`config.mk`:
```
export PLATFORM = sky130hd
export DESIGN_NAME = my_cpu_ctrl_flat
export DESIGN_NICKNAME = d
export VERILOG_FILES = /design/src/rtl/my_cpu_ctrl_if.sv /design/src/rtl/my_cpu_ctrl.sv /design/src/flat_wrapper.sv
export SDC_FILE = /design/constraint.sdc
export NUM_CORES = 1
export LEC_CHECK = 0
export ABC_AREA = 1
export CORE_MARGIN = 10
export CORE_UTILIZATION = 44
export DETAILED_ROUTE_END_ITERATION = 10
export PLACE_DENSITY_LB_ADDON = 0.15
export SLEW_MARGIN = 25
export SYNTH_ARGS = -nofsm -noshare
export SYNTH_HDL_FRONTEND = slang
export SYNTH_SLANG_ARGS = --single-unit
```
`constraint.sdc`:
```
create_clock -name clk -period 2 [get_ports clk]
set_clock_uncertainty 0.05 [all_clocks]
set_input_delay 0.4 -clock clk [delete_from_list [all_inputs] [get_ports clk]]
set_output_delay 0.4 -clock clk [all_outputs]
set_load 0.05 [all_outputs]
```
`src/rtl/my_cpu_ctrl_if.sv`:
```
// Bundles the controller's instruction-memory, data-memory and ALU signals.
// master = controller side; slave = memories plus the combinational ALU.
interface my_cpu_ctrl_if;
    logic [15:0] inst;
    logic        inst_valid;
    logic        inst_ready;
    logic [14:0] pc;
    logic [15:0] in_m;
    logic        m_ready;
    logic [14:0] address_m;
    logic [15:0] out_m;
    logic        write_m;
    logic [15:0] alu_x;
    logic [15:0] alu_y;
    logic        zx, nx, zy, ny, f, no;
    logic [15:0] alu_out;
    logic        zr, ng;

    modport master (
        input  inst, inst_valid, in_m, m_ready, alu_out, zr, ng,
        output inst_ready, pc, address_m, out_m, write_m, alu_x, alu_y,
               zx, nx, zy, ny, f, no
    );

    modport slave (
        output inst, inst_valid, in_m, m_ready, alu_out, zr, ng,
        input  inst_ready, pc, address_m, out_m, write_m, alu_x, alu_y,
               zx, nx, zy, ny, f, no
    );
endinterface

```
`src/rtl/my_cpu_ctrl.sv`:
```
// Hack-style fetch/execute controller: holds A/D/PC/IR and steers an external ALU.
// Latency: 2 cycles per instruction (accept, retire), plus one per m_ready=0 cycle on memory ops.
// Backpressure: inst_ready only in FETCH; memory ops stall in EXEC until m_ready.
module my_cpu_ctrl (
    input  logic          clk,
    input  logic          reset,
    my_cpu_ctrl_if.master bus
);
    typedef enum logic {FETCH = 1'b0, EXEC = 1'b1} state_t;

    state_t      state, state_nxt;
    logic [15:0] a_q, d_q, ir_q;
    logic [14:0] pc_q;
    logic        is_c, needs_mem, retire, take;

    assign is_c      = (state == EXEC) && ir_q[15];
    assign needs_mem = is_c && (ir_q[12] || ir_q[3]);
    assign retire    = (state == EXEC) && (!needs_mem || bus.m_ready);
    assign take      = (ir_q[2] & bus.ng) | (ir_q[1] & bus.zr) |
                       (ir_q[0] & ~bus.ng & ~bus.zr);

    always_ff @(posedge clk) begin
        if (reset) state <= FETCH;
        else       state <= state_nxt;
    end

    always_comb begin
        state_nxt      = state;
        bus.inst_ready = 1'b0;
        bus.pc         = pc_q;
        bus.address_m  = a_q[14:0];
        bus.out_m      = bus.alu_out;
        bus.write_m    = 1'b0;
        bus.alu_x      = d_q;
        bus.alu_y      = a_q;
        {bus.zx, bus.nx, bus.zy, bus.ny, bus.f, bus.no} = 6'd0;
        case (state)
            FETCH: begin
                bus.inst_ready = 1'b1;
                if (bus.inst_valid) state_nxt = EXEC;
            end
            EXEC: begin
                if (is_c) begin
                    bus.write_m = ir_q[3];
                    bus.alu_y   = ir_q[12] ? bus.in_m : a_q;
                    {bus.zx, bus.nx, bus.zy, bus.ny, bus.f, bus.no} = ir_q[11:6];
                end
                if (retire) state_nxt = FETCH;
            end
            default: state_nxt = FETCH;
        endcase
    end

    // The jump target reads a_q before this edge's A writeback lands.
    always_ff @(posedge clk) begin
        if (reset) begin
            a_q  <= 16'd0;
            d_q  <= 16'd0;
            ir_q <= 16'd0;
            pc_q <= 15'd0;
        end else begin
            if (state == FETCH && bus.inst_valid) ir_q <= bus.inst;
            if (retire) begin
                if (!ir_q[15]) begin
                    a_q  <= {1'b0, ir_q[14:0]};
                    pc_q <= pc_q + 15'd1;
                end else begin
                    if (ir_q[5]) a_q <= bus.alu_out;
                    if (ir_q[4]) d_q <= bus.alu_out;
                    pc_q <= take ? a_q[14:0] : pc_q + 15'd1;
                end
            end
        end
    end
endmodule

```
`src/flat_wrapper.sv`:
```
// flat-port wrapper written by rule: the top's interface ports become plain ports
module my_cpu_ctrl_flat 
  (clk, reset, bus_inst, bus_inst_valid, bus_in_m, bus_m_ready, bus_alu_out, bus_zr, bus_ng, bus_inst_ready, bus_pc, bus_address_m, bus_out_m, bus_write_m, bus_alu_x, bus_alu_y, bus_zx, bus_nx, bus_zy, bus_ny, bus_f, bus_no);
  my_cpu_ctrl_if bus_i ();
  input  logic clk;
  input  logic reset;
  input wire logic [$bits(bus_i.inst)-1:0] bus_inst;
  input wire logic [$bits(bus_i.inst_valid)-1:0] bus_inst_valid;
  input wire logic [$bits(bus_i.in_m)-1:0] bus_in_m;
  input wire logic [$bits(bus_i.m_ready)-1:0] bus_m_ready;
  input wire logic [$bits(bus_i.alu_out)-1:0] bus_alu_out;
  input wire logic [$bits(bus_i.zr)-1:0] bus_zr;
  input wire logic [$bits(bus_i.ng)-1:0] bus_ng;
  output wire logic [$bits(bus_i.inst_ready)-1:0] bus_inst_ready;
  output wire logic [$bits(bus_i.pc)-1:0] bus_pc;
  output wire logic [$bits(bus_i.address_m)-1:0] bus_address_m;
  output wire logic [$bits(bus_i.out_m)-1:0] bus_out_m;
  output wire logic [$bits(bus_i.write_m)-1:0] bus_write_m;
  output wire logic [$bits(bus_i.alu_x)-1:0] bus_alu_x;
  output wire logic [$bits(bus_i.alu_y)-1:0] bus_alu_y;
  output wire logic [$bits(bus_i.zx)-1:0] bus_zx;
  output wire logic [$bits(bus_i.nx)-1:0] bus_nx;
  output wire logic [$bits(bus_i.zy)-1:0] bus_zy;
  output wire logic [$bits(bus_i.ny)-1:0] bus_ny;
  output wire logic [$bits(bus_i.f)-1:0] bus_f;
  output wire logic [$bits(bus_i.no)-1:0] bus_no;
  assign bus_i.inst = bus_inst;
  assign bus_i.inst_valid = bus_inst_valid;
  assign bus_i.in_m = bus_in_m;
  assign bus_i.m_ready = bus_m_ready;
  assign bus_i.alu_out = bus_alu_out;
  assign bus_i.zr = bus_zr;
  assign bus_i.ng = bus_ng;
  assign bus_inst_ready = bus_i.inst_ready;
  assign bus_pc = bus_i.pc;
  assign bus_address_m = bus_i.address_m;
  assign bus_out_m = bus_i.out_m;
  assign bus_write_m = bus_i.write_m;
  assign bus_alu_x = bus_i.alu_x;
  assign bus_alu_y = bus_i.alu_y;
  assign bus_zx = bus_i.zx;
  assign bus_nx = bus_i.nx;
  assign bus_zy = bus_i.zy;
  assign bus_ny = bus_i.ny;
  assign bus_f = bus_i.f;
  assign bus_no = bus_i.no;
  my_cpu_ctrl u_core (.clk(clk), .reset(reset), .bus(bus_i));
endmodule
```
==> results.cfg <==
[clocking]
htree_num_levels = 3
cts.clk_slew.worst_paths_ns = 0.07
clock-sinks = 64
clockBufferDepth = 2
insertion_delay_ns = 0.34
cts_buffers = 9
cts_root_buf = clkbuf_8
tritoncts = yes

[cells_and_area]
layout.nets = 700
antenna_cells = 0
most-common-layout-cells = nand2_1 (144), clkdlybuf4s50_1 (67), dfxtp_1 (62)
post-route-util_pct = 69.1
layout-drive-gt1-share_pct = 18.8
area_growth_pct = 53.2
fillCellCount = 654
layout_commonest_cell = nand2_1

[logic_synthesis]
synth_seq_cells = 64
synth_fp_nets = 589
synth.avg_cell_area_sq_um = 6.49
syn_inst = 534
synth_warnings = 0
synth.area.top_cells = dfxtp_1 (37%), nand2_1 (16%), a21oi_1 (8.5%), nand3_1 (7.6%), buf_4 (7.6%)
synth_top_area_share_pct = 36.9
ys_seq_area_share_pct = 36.9
yosysTopAreaCell = dfxtp_1
synth_area_sq_um = 3470
yosysUniqueCellTypes = 26

[sta]
period_needed_ns = 1.98
drv_slew = 0
finalHoldViolations = 0
post-route-period-util_pct = 98.8
rsz0062_at_grt = yes
timing.max_slew.rel_slack_pct = 63.0
tightest_slew_ns = 0.554
fmax_mhz = 506
setup_viol = 0

[worst_setup_path]
critical_path.slowest_cell = dfxtp_2
timing.rr.end = u_core.a_q[2]$_SDFFE_PP0P_
crit_arrival_ns = 1.53
cp-start-kind = register
path_cells = nand2_2, inv_2, nand2_4, buf_8, nor2_1, a21oi_1, buf_12
cpPeakStageDelay_ns = 0.33
required_ns = 1.55
path_class = reg -> out
critical_path.reg2reg.startpoint = u_core.ir_q[15]$_SDFFE_PP0P_
critPathLaunch = u_core.state$_SDFF_PP0_
endpoint_kind = output pin
reg2reg_depth = 5
r2r_setup_slack_ns = 0.34
cp_max_fo = 20

[drt]
drc = 0
viasPerCell = 5.12
post_drt_wl_per_cell_um = 16.1
drt_first_pass_iters = 5
routed_wl_mm = 12.1
drtIter0Drc = 256
vias = 3846
ant_nets = 0

[global_route]
antenna_found_initial = 0
grt_pass1_vias = 3698
grt_max_degree = 30
grt_overflow = 0
grt_usage_pct = 19.7
grt_pass1_wl_mm = 18.9

[placement]
io_buffers = 139
post-dp-hpwl_mm = 9.57
gp_congestion = 0.919

[die]
die_w_um = 109
pin_count = 140
initial_utilization_pct = 45.1
fp.dieH_um = 109
rows = 32
dieArea_sq_um = 11800
fp.coreArea_sq_um = 7690

[hold_path]
worstHoldPathType = reg -> reg
hold-path-cell-count = 2
whs_endpoint = u_core.bus.alu_x[9]$_SDFFE_PP0P_
min_from = u_core.bus.alu_x[9]$_SDFFE_PP0P_

[pwr]
powerDensity_nw_per_um2 = 597
p_total_mw = 3.17
p_leak_nw = 2.23
vdd_drop_max_v = 0.000363

[status]
status = finished clean

[flow_run]
drv_cap = 0
## stage by stage
stage	std cells	hold WS [ns]	TNS (ns)	setup slack, ns	area [sq um]
after floorplan	534	0.386	-2.36	-0.213	3480
after CTS	751	0.417	0	0.000158	5290
after detailed placement	735	0.406	0	0.135	5080
after global routing	751	0.434	-0.169	-0.0448	5310
final	751	0.415	0	0.0240	5310
after global placement	735	0.399	0	0.203	5080
## cell families after synthesis
| kind of cell | after synthesis | share of synthesized area, % |
|---|---|---|
| AOI/OAI and AO/OA | 95 | 13.9 |
| DFF | 64 | 36.9 |
| adders and majority gates | 1 | 0.361 |
| and+or+nand+nor | 264 | 31.8 |
| muxes | 2 | 0.649 |
| buffers and inverters | 106 | 15.8 |
| xor gates and xnor gates | 2 | 0.505 |
## what timing repair did
action                                  CTS  global route
endpoints found under the setup margin   15            14
setup buffers                             0             0
hold buffers                              0             0
gates cloned                              1             0
resized for setup                         5             8
pin swaps                                 0             0
## flip-flops by register name, indices dropped and copies added, names as in the netlist
register,count
u_core.bus.pc,15
u_core.state,1
u_core.ir_q,16
u_core.bus.alu_x,16
u_core.a_q,16
## cell usage after synthesis (all sizes together)
cell type,n
nor3,2
o2111ai,1
inv,48
nand2,148
dfxtp,64
buf,47
nand3,53
o211ai,1
nand3b,3
ha,1
nand4,4
a21oi,59
mux2,2
o21ai,34
clkbuf,10
xnor2,1
clkinv,1
nor2,54
xor2,1
## power by group
| part | internal [mW] | leakage, nW | total, mW | switching (mW) |
|---|---|---|---|---|
| sequential | 1.32 | 0.521 | 1.36 | 0.0371 |
| clock | 0.563 | 0.0948 | 1.07 | 0.511 |
| combinational | 0.316 | 1.61 | 0.743 | 0.427 |
| total | 2.20 | 2.23 | 3.17 | 0.975 |
## critical path, delay by kind of cell, from the launching register on
kind,cells,cell delay [ns]
flip-flops,1,0.33
buffers and inverters,3,0.41
AND/OR/NAND/NOR,3,0.21
AO/OA/AOI/OAI,1,0.22
## area by class of cell
cell class                      count  area [sq um]  share of cell area, %
Inverter                           49           184                   3.46
Timing Repair Buffer              157          1860                   35.0
Tap cell                          102           128                   2.40
Sequential cell                    64          1280                   24.2
Clock buffer                        9           124                   2.33
Multi-Input combinational cell    364          1670                   31.5
Clock inverter                      6          61.3                   1.15
## worst max path at each step
stage,to,depth (start not counted)
floorplan,bus_alu_y[10],6
global placement,u_core.bus.pc[0]$_SDFFE_PP0P_,8
detailed placement,u_core.bus.pc[7]$_SDFFE_PP0P_,11
CTS,bus_alu_y[3],7
global route,bus_alu_y[13],7
finish,bus_alu_y[13],7
## metal layers
layer	GRT usage, %	wire, um	vias up
li1	-	-	1899
met1	25.1	5080	1758
met2	32.1	5830	171
met3	4.78	1020	18
met4	6.31	160	0
met5	0	0	-
No activity file was read; power rests on OpenSTA's default activity.
